## src/rtl/halt_dump_tx_pkg.sv

```systemverilog
// dump_pkg: shared types and defaults for the halt register dump reporter.
//   dump_state_t  - frame sequencer states
//   DUMP_NUM_REGS - number of CPU registers in a dump (A..G, Temp)
//   DUMP_HEADER   - frame start byte
package dump_pkg;

    typedef enum logic [2:0] {
        IDLE,
        HDR,
        SEL,
        LATCH,
        SEND,
        CSUM,
        DONE
    } dump_state_t;

    localparam int         DUMP_NUM_REGS = 8;
    localparam logic [7:0] DUMP_HEADER   = 8'hA5;

endpackage

```

## src/rtl/halt_dump_tx_if.sv

```systemverilog
// halt_dump_tx_if: valid/ready byte stream between the dump reporter and
// its consumer (serial transmitter or debug FIFO).
//   tx_data  - stream byte
//   tx_valid - tx_data holds a byte to transfer
//   tx_ready - consumer accepts the byte; transfer when valid && ready
//   master   - producer side (the reporter)
//   slave    - consumer side
interface halt_dump_tx_if;

    logic [7:0] tx_data;
    logic       tx_valid;
    logic       tx_ready;

    modport master (output tx_data, output tx_valid, input tx_ready);
    modport slave  (input tx_data, input tx_valid, output tx_ready);

endinterface

```

## src/rtl/halt_dump_tx.sv

```systemverilog
// halt_dump_tx: when the CPU halts, reads every CPU register through a
// register-select port and streams HEADER, reg[0..NUM_REGS-1], CHECKSUM
// out as bytes. The checksum is the 8-bit wrapping sum of the register bytes.
//   clk      - system clock, rising edge
//   reset_n  - asynchronous active-low reset
//   halted   - CPU halted level; its rising edge starts a frame
//   reg_sel  - register index to the CPU register file read port
//   reg_data - register value, valid one cycle after reg_sel changes
//   tx       - byte stream (master side)
//   busy     - a frame is in progress
//   done     - frame complete, held until halted drops
module halt_dump_tx
    import dump_pkg::*;
#(
    parameter int         NUM_REGS = DUMP_NUM_REGS,
    parameter logic [7:0] HEADER   = DUMP_HEADER
) (
    input  logic           clk,
    input  logic           reset_n,
    input  logic           halted,
    output logic [2:0]     reg_sel,
    input  logic [7:0]     reg_data,
    halt_dump_tx_if.master tx,
    output logic           busy,
    output logic           done
);

    localparam logic [2:0] LAST_IDX = 3'(NUM_REGS - 1);

    dump_state_t state;
    dump_state_t next_state;

    logic       halted_q;
    logic [2:0] idx;
    logic [2:0] sel_q;
    logic [7:0] data_q;
    logic [7:0] acc;
    logic       rise;
    logic       xfer;

    // halted_q starts at 0, so a halted already high out of reset triggers.
    assign rise = halted & ~halted_q;
    assign xfer = tx.tx_valid & tx.tx_ready;

    always_ff @(posedge clk or negedge reset_n) begin
        if (!reset_n) begin
            state    <= IDLE;
            halted_q <= 1'b0;
        end else begin
            state    <= next_state;
            halted_q <= halted;
        end
    end

    // Triggers are only looked at in IDLE, so halted activity mid-frame
    // neither aborts nor restarts the dump.
    always_comb begin
        next_state = state;
        unique case (state)
            IDLE:    if (rise) next_state = HDR;
            HDR:     if (xfer) next_state = SEL;
            SEL:     next_state = LATCH;
            LATCH:   next_state = SEND;
            SEND:    if (xfer) next_state = (idx == LAST_IDX) ? CSUM : SEL;
            CSUM:    if (xfer) next_state = DONE;
            DONE:    if (!halted) next_state = IDLE;
            default: next_state = IDLE;
        endcase
    end

    // Index, held register select, captured byte and running checksum.
    always_ff @(posedge clk or negedge reset_n) begin
        if (!reset_n) begin
            idx    <= '0;
            sel_q  <= '0;
            data_q <= '0;
            acc    <= '0;
        end else begin
            if (state == IDLE && rise) begin
                idx <= '0;
                acc <= '0;
            end
            if (state == SEL) begin
                sel_q <= idx;
            end
            if (state == LATCH) begin
                data_q <= reg_data;
                acc    <= acc + reg_data;
            end
            if (state == SEND && xfer) begin
                idx <= idx + 3'd1;
            end
        end
    end

    // reg_sel must show the new index during SEL itself so the registered
    // register-file read has reg_data ready when LATCH samples it.
    always_comb begin
        tx.tx_valid = 1'b0;
        tx.tx_data  = data_q;
        reg_sel     = sel_q;
        busy        = 1'b0;
        done        = 1'b0;
        unique case (state)
            IDLE: ;
            HDR: begin
                tx.tx_valid = 1'b1;
                tx.tx_data  = HEADER;
                busy        = 1'b1;
            end
            SEL, LATCH: begin
                reg_sel = idx;
                busy    = 1'b1;
            end
            SEND: begin
                tx.tx_valid = 1'b1;
                busy        = 1'b1;
            end
            CSUM: begin
                tx.tx_valid = 1'b1;
                tx.tx_data  = acc;
                busy        = 1'b1;
            end
            DONE:    done = 1'b1;
            default: ;
        endcase
    end

endmodule

```

## src/flat_wrapper.sv

```systemverilog
// flat-port wrapper written by rule: the top's interface ports become plain ports
module halt_dump_tx_flat import dump_pkg::*;
#(
    parameter int         NUM_REGS = DUMP_NUM_REGS,
    parameter logic [7:0] HEADER   = DUMP_HEADER
)
  (clk, reset_n, halted, reg_sel, reg_data, busy, done, tx_tx_data, tx_tx_valid, tx_tx_ready);
  halt_dump_tx_if tx_i ();
  input  logic clk;
  input  logic reset_n;
  input  logic halted;
  output logic [2:0] reg_sel;
  input  logic [7:0] reg_data;
  output logic busy;
  output logic done;
  output wire logic [$bits(tx_i.tx_data)-1:0] tx_tx_data;
  output wire logic [$bits(tx_i.tx_valid)-1:0] tx_tx_valid;
  input wire logic [$bits(tx_i.tx_ready)-1:0] tx_tx_ready;
  assign tx_tx_data = tx_i.tx_data;
  assign tx_tx_valid = tx_i.tx_valid;
  assign tx_i.tx_ready = tx_tx_ready;
  halt_dump_tx #(.NUM_REGS(NUM_REGS), .HEADER(HEADER)) u_core (.clk(clk), .reset_n(reset_n), .halted(halted), .reg_sel(reg_sel), .reg_data(reg_data), .tx(tx_i), .busy(busy), .done(done));
endmodule
```

## config.mk

```make
export PLATFORM = sky130hd
export DESIGN_NAME = halt_dump_tx_flat
export DESIGN_NICKNAME = d
export VERILOG_FILES = /design/src/rtl/halt_dump_tx_pkg.sv /design/src/rtl/halt_dump_tx_if.sv /design/src/rtl/halt_dump_tx.sv /design/src/flat_wrapper.sv
export SDC_FILE = /design/constraint.sdc
export NUM_CORES = 1
export LEC_CHECK = 0
export CAP_MARGIN = 0
export CORE_MARGIN = 4
export CORE_UTILIZATION = 50
export DETAILED_ROUTE_END_ITERATION = 10
export PLACE_DENSITY = 0.76
export SYNTH_ARGS = -nofsm -noshare
export SYNTH_HDL_FRONTEND = slang
export SYNTH_SLANG_ARGS = --single-unit
```

## constraint.sdc

```tcl
create_clock -name clk -period 2.6 [get_ports clk]
set_input_delay 0.26 -clock clk [delete_from_list [all_inputs] [get_ports clk]]
set_output_delay 0.26 -clock clk [all_outputs]
set_load 0.05 [all_outputs]
```

==> results of run 1 <==
-- power by group --
group,internal (mW),switching [mW]
Clock,0.156,0.121
Combinational,0.611,1.08
Sequential,0.580,0.155
-- cell type report --
cell class                      count  share of cell area (%)
Sequential cell                    26                    34.1
Multi-Input combinational cell    150                    45.9
Inverter                            4                   0.786
Clock inverter                      1                    1.57
Clock buffer                        3                    1.18
Tap cell                           44                    2.88
Timing Repair Buffer               29                    13.6
-- per-stage QoR --
step                      hold WS (ps)  std cells
final                              268        257
after global routing               289        257
after CTS                          273        257
after detailed placement           462        253
after global placement             457        253
after floorplan                  -35.6        187
-- metal layers --
metal	GRT usage [%]	vias to the layer above	wire length, um
met5	0	-	0
met1	24.0	628	1500
met4	5.39	0	57
met2	33.2	36	1680
li1	-	689	-
met3	4.22	6	173
-- layout by cell type (no fill, tap or decap), types with 3 or more instances in the layout --
cell	count
nand2_1	56
dfrtp_1	26
o21ai_0	20
clkdlybuf4s50_1	17
nor2_1	13
buf_4	12
a21oi_1	10
ha_1	9
mux2_2	7
xnor2_1	4
nand2b_1	3
inv_1	3
a21o_1	3
nand3_1	3
clkbuf_4	3
-- worst min path at each step --
stage                     startpoint               end  slack (ps)  cells past startpoint
floorplan                    reset_n     u_core.acc[0]         -40                      0
global route                 reset_n   u_core.state[1]         290                      2
CTS                          reset_n   u_core.state[1]         270                      2
global placement    u_core.data_q[3]  u_core.data_q[3]         460                      2
detailed placement  u_core.data_q[1]  u_core.data_q[1]         460                      2
finish                       reset_n   u_core.state[1]         270                      2
-- flip-flops by register name, indices dropped and copies added, names as in the netlist --
| register | count |
|---|---|
| u_core.acc | 8 |
| u_core.data_q | 8 |
| u_core.halted_q | 1 |
| u_core.idx | 3 |
| u_core.sel_q | 3 |
| u_core.state | 3 |
-- cell families (layout without fill, tap and decap cells) --
| kind of cell | after synthesis | in the layout | synth area share [%] |
|---|---|---|---|
| compound gates | 42 | 42 | 16.4 |
| xor+xnor | 5 | 5 | 2.78 |
| fa+ha+maj | 10 | 10 | 8.43 |
| buf+inv | 11 | 37 | 2.94 |
| flops | 26 | 26 | 41.4 |
| mux | 7 | 7 | 5.01 |
| simple gates | 86 | 86 | 23.1 |
==> qor.csv, run 1 <==
stage,metric,value,unit
detailed_routing,ant_nets,0,
floorplan,io_pins,26,
logic_synthesis,ys_seq_elements,26,
worst_setup_path,slowest_delay,700,ps
floorplan,core,3030,um2
cells_and_area,finalInstanceArea,1910,um2
cells_and_area,utilization,63.1,%
detailed_routing,drtIter0Drc,102,
cts,root_buffer,clkbuf_4,
logic_synthesis,synth_cell_type_count,34,
worst_setup_path,path_delay_family,buffers and inverters,
sta,drv_slew,0,
logic_synthesis,synth-async-reset-ratio,100,%
cts,h-tree-depth,1,
worst_setup_path,setup.worst_path.end_class,output port,
placed_design,pre_cts_ws,317,ps
worst_setup_path,crit_chain,nor2b_2 -> mux2_2 -> clkdlybuf4s50_1,
cts,cts_resized,0,
global_routing,antenna_found_initial,0,
worst_setup_path,crit_fanout,5,
pwr,ir_worst_vdd,0.771,mV
detailed_routing,drc,0,
global_routing,grt_pass1_vias,1335,
worst_setup_path,critical_path_class,reg -> out,
worst_setup_path,rr_worst_depth,7,
global_routing,grt_max_degree,27,
sta,min_period,2410,ps
sta,max_freq,414,MHz
worst_setup_path,crit_buf_inv,1,
detailed_routing,firstDrtPassIters,4,
worst_setup_path,critical_path_depth,3,
worst_setup_path,crit_path_start,u_core.state[2],
logic_synthesis,synth_edf_count,0,
logic_synthesis,ys_top_cells_by_area,"dfrtp_1 (41%), nand2_1 (13%), ha_1 (7.2%)",
logic_synthesis,synth_area_leader_cell,dfrtp_1,
logic_synthesis,synth_cells,187,
sta,relSlewSlack,62.9,%
floorplan,initial_core_util,51.9,%
sta,worst_slew_pin_slew,557,ps
cts,cts_tree,built,
cts,post_cts_buffers,0,
global_routing,grt_use_total,19.2,%
cells_and_area,final_nets,236,
worst_setup_path,worstPathRequired,2340,ps
cts,cts.sinks,26,
cells_and_area,multi_input_area,876,um2
detailed_routing,vias,1359,
global_routing,grt_first_pass_wirelength,6240,um
logic_synthesis,synth_most_common_cell,nand2_1,
worst_setup_path,r2r-start,u_core.acc[0],
floorplan,num_rows,20,
placed_design,gp_congestion,0.852,
logic_synthesis,synth_top_area_share,41.4,%
cts,cts.reportedPaths.clkPinSlew,150,ps
logic_synthesis,yosys_warnings,0,
cts,cts_hold_buf,0,
placed_design,io_buffers,25,
pwr,p_leak,0.897,nW
placed_design,dpl-instance-area,1860,um2
cells_and_area,n_fill_cell,274,
placed_design,dp_hpwl,2440,um
cells_and_area,antenna_cells,0,
sta,finalSetupViolCount,0,
cells_and_area,area_growth_syn_to_layout,21.4,%
global_routing,grt-ovfl-total,0,
floorplan,die_x,64.1,um
hold_path,hp-class,in -> async,
detailed_routing,vias_per_cell,5.29,
cells_and_area,layout-drive-gt1-share,12.2,%
logic_synthesis,synth_area,1570,um2
pwr,power.density,1410,nW/um2
logic_synthesis,syn_avg_cell_area,8.41,um2
sta,finalClockSkew,11.3,ps
logic_synthesis,ys_top_cells_by_count,"nand2_1 (56), dfrtp_1 (26), o21ai_0 (20), nor2_1 (13), a21oi_1 (10)",
logic_synthesis,ys_seq_area_share,41.4,%
worst_setup_path,r2r_setup_slack,640,ps
status,status,"complete, no violations",
worst_setup_path,slowest_stage,clkdlybuf4s50_1,
worst_setup_path,worstPathArrival,2150,ps
worst_setup_path,worst_r2r_endpoint,u_core.acc[6],
floorplan,die_height,64.1,um
cts,cts_buffers,3,
sta,fin_tns_setup,0,ps
cells_and_area,seqCellArea,651,um2
worst_setup_path,cp-start-kind,register,
sta,final.period_utilization,92.9,%
worst_setup_path,crit_end,reg_sel[1],
pwr,p_total,2.70,mW
run,max_cap_viol_count,0,
sta,rsz0062_at_grt,no,
sta,setup_slack,185,ps
detailed_routing,wirelength,3420,um
sta,hold_viol_final,0,
logic_synthesis,syn-num-nets,209,
cts,clock_path_buffers,2,
cts,insertion_delay,330,ps
logic_synthesis,synth_ff_type,dfrtp_1,
detailed_routing,wl_per_cell,13.3,um
floorplan,die-area,4110,um2
(Power assumes the default switching activity.)
==> inputs of run 2 (changes only) <==
==> constraint.sdc (replaced) <==
create_clock -name clk -period 2.6 [get_ports clk]
set_input_delay 0.39 -clock clk [delete_from_list [all_inputs] [get_ports clk]]
set_output_delay 0.39 -clock clk [all_outputs]
set_load 0.05 [all_outputs]
==> run 2 against run 1 <==
Net effect:
- flip-flop and latch count stayed put
- via count increased by 3.9%
- power is 0.65% higher
- sequential share of layout area grew 0.18 points
- clock power grew 2%
- die area is the same
- critical path depth is the same
- critical path type unchanged
==> qor.csv, run 2 (synthesized netlist as in run 1, its figures left out) <==
stage,metric,value,unit,change
status,status,"complete, no violations",,
global_routing,grt.met1_usage,21.1,%,-2.9 points
cells_and_area,layout-drive-gt1-share,12.3,%,+0.058 points
floorplan,core,3030,um2,unchanged
cells_and_area,area_growth_syn_to_layout,20.8,%,
global_routing,antenna_found_initial,0,,unchanged
global_routing,grt_pass1_vias,1437,,+7.6%
worst_setup_path,rr_worst_depth,7,,unchanged
cts,cts_tree,built,,
sta,worst_slew_pin_slew,543,ps,-14.1 ps
worst_setup_path,slowest_stage,clkdlybuf4s50_1,,
cts,post_cts_buffers,0,,unchanged
cts,insertion_delay,330,ps,about the same
cts,cts.reportedPaths.clkPinSlew,160,ps,about the same
cts,cts.sinks,26,,unchanged
detailed_routing,drtIter0Drc,98,,-3.9%
global_routing,grt_first_pass_wirelength,6130,um,-1.7%
cells_and_area,mostFrequentLayoutCell,nand2_1,,
sta,rsz0062_at_grt,no,,
sta,finalSetupViolCount,0,,unchanged
detailed_routing,drc,0,,unchanged
global_routing,grt_max_degree,27,,unchanged
sta,setup_slack,142,ps,-43.5 ps
placed_design,dp_hpwl,2560,um,+4.8%
sta,hold_viol_final,0,,unchanged
cells_and_area,seqCellArea,651,um2,unchanged
worst_setup_path,worstPathArrival,2070,ps,-80 ps
global_routing,use_met3,2.64,%,-1.6 points
cts,clock_path_buffers,2,,unchanged
worst_setup_path,crit_path_start,u_core.state[2],,
floorplan,die-area,4110,um2,unchanged
pwr,ir_worst_vdd,0.645,mV,-16%
floorplan,die_height,64.1,um,unchanged
pwr,p_leak,0.895,nW,-0.26%
worst_setup_path,crit_fanout,5,,unchanged
cts,cts_resized,0,,unchanged
floorplan,io_pins,26,,unchanged
global_routing,grt_busiest_layer,met2,,
placed_design,io_buffers,25,,unchanged
detailed_routing,wl_per_cell,13.9,um,+4.4%
worst_setup_path,worstPathRequired,2210,ps,-130 ps
global_routing,use_met2,35.0,%,+1.8 points
cells_and_area,fin_cells,256,,-0.39%
pwr,power.density,1430,nW/um2,+1.2%
worst_setup_path,r2r-start,u_core.acc[0],,
global_routing,grt-ovfl-total,0,,unchanged
sta,final.period_utilization,94.6,%,+1.7 points
floorplan,die_x,64.1,um,unchanged
detailed_routing,firstDrtPassIters,4,,unchanged
sta,min_period,2460,ps,+43.5 ps
detailed_routing,wirelength,3550,um,+4.0%
sta,max_freq,407,MHz,-1.8%
placed_design,gp_congestion,0.837,,-1.7%
cells_and_area,reg_top3,"u_core.acc: 8 flops, u_core.data_q: 8 flops",,
run,max_cap_viol_count,0,,unchanged
detailed_routing,vias,1412,,+3.9%
cts,root_buffer,clkbuf_4,,
worst_setup_path,setup.worst_path.end_class,output port,,
sta,fin_tns_setup,0,ps,unchanged
sta,finalClockSkew,14.2,ps,+2.93 ps
cts,h-tree-depth,1,,unchanged
placed_design,place_inst,252,,-0.40%
detailed_routing,vias_per_cell,5.52,,+4.3%
cells_and_area,final_nets,235,,-0.42%
cells_and_area,multi_input_area,876,um2,unchanged
worst_setup_path,cp-start-kind,register,,
sta,relSlewSlack,63.8,%,+0.94 points
hold_path,hp-class,in -> async,,
cells_and_area,antenna_cells,0,,unchanged
cells_and_area,n_fill_cell,282,,+2.9%
cts,cts_buffers,3,,unchanged
worst_setup_path,critical_path_class,reg -> out,,
detailed_routing,ant_nets,0,,unchanged
global_routing,grt_use_total,18.8,%,-0.37 points
worst_setup_path,slowest_delay,700,ps,about the same
sta,drv_slew,0,,unchanged
cells_and_area,layout_common_cells,"nand2_1 (56), dfrtp_1 (26), o21ai_0 (20), clkdlybuf4s50_1 (16), nor2_1 (13)",,
placed_design,pre_cts_ws,128,ps,-189 ps
floorplan,initial_core_util,51.9,%,unchanged
cts,cts_hold_buf,0,,unchanged
floorplan,num_rows,20,,unchanged
worst_setup_path,crit_chain,nor2b_2 -> mux2_2 -> clkdlybuf4s50_1,,
run 2: final timing paths:
kind                                    endpoint  slack [ps]
worst max-delay path                  reg_sel[1]         140
max in group asynchronous        u_core.state[0]        1920
min in group clk                u_core.data_q[4]         500
worst max register to register     u_core.acc[6]         460
worst min register to register  u_core.data_q[4]         500
worst min-delay path               u_core.acc[0]         410
run 2: per-stage QoR:
stage / utilization, % / hold WS [ps] / area [um2] / power (mW)
2_1_floorplan: - / 94.4 / 1570 / 1.98
3_3_place_gp: 61.0 / 456 / 1850 / 2.38
3_5_place_dp: 61.0 / 461 / 1850 / 2.44
4_1_cts: 62.7 / 424 / 1900 / 2.73
5_1_grt: 62.7 / 443 / 1900 / 2.93
6_report: 62.7 / 415 / 1900 / 2.72
run 2: layout make-up:
cell class              count  share of cell area (%)
flip-flops and latches     26                    34.3
inverters                   4                   0.791
repair buffers             28                    13.2
clock buffers               3                    1.19
well taps                  44                    2.90
clock inverters             1                    1.58
multi-input cells         150                    46.1
run 2: power breakdown:
part | switching, mW | total [mW] | internal (mW)
Sequential | 0.148 | 0.728 | 0.580
Combinational | 1.10 | 1.71 | 0.607
Clock | 0.126 | 0.282 | 0.156
run 2: critical path: cells and delay by family (launching register included):
family / cells / cell delay (ps)
muxes: 1 / 370
DFF: 1 / 410
buffers and inverters: 1 / 700
and+or+nand+nor: 1 / 260
run 2: metal layers:
metal,vias to the layer above,share of wire (%)
met5,-,0
met4,0,2.3
met3,10,3.8
met2,38,53
met1,680,41
li1,684,-
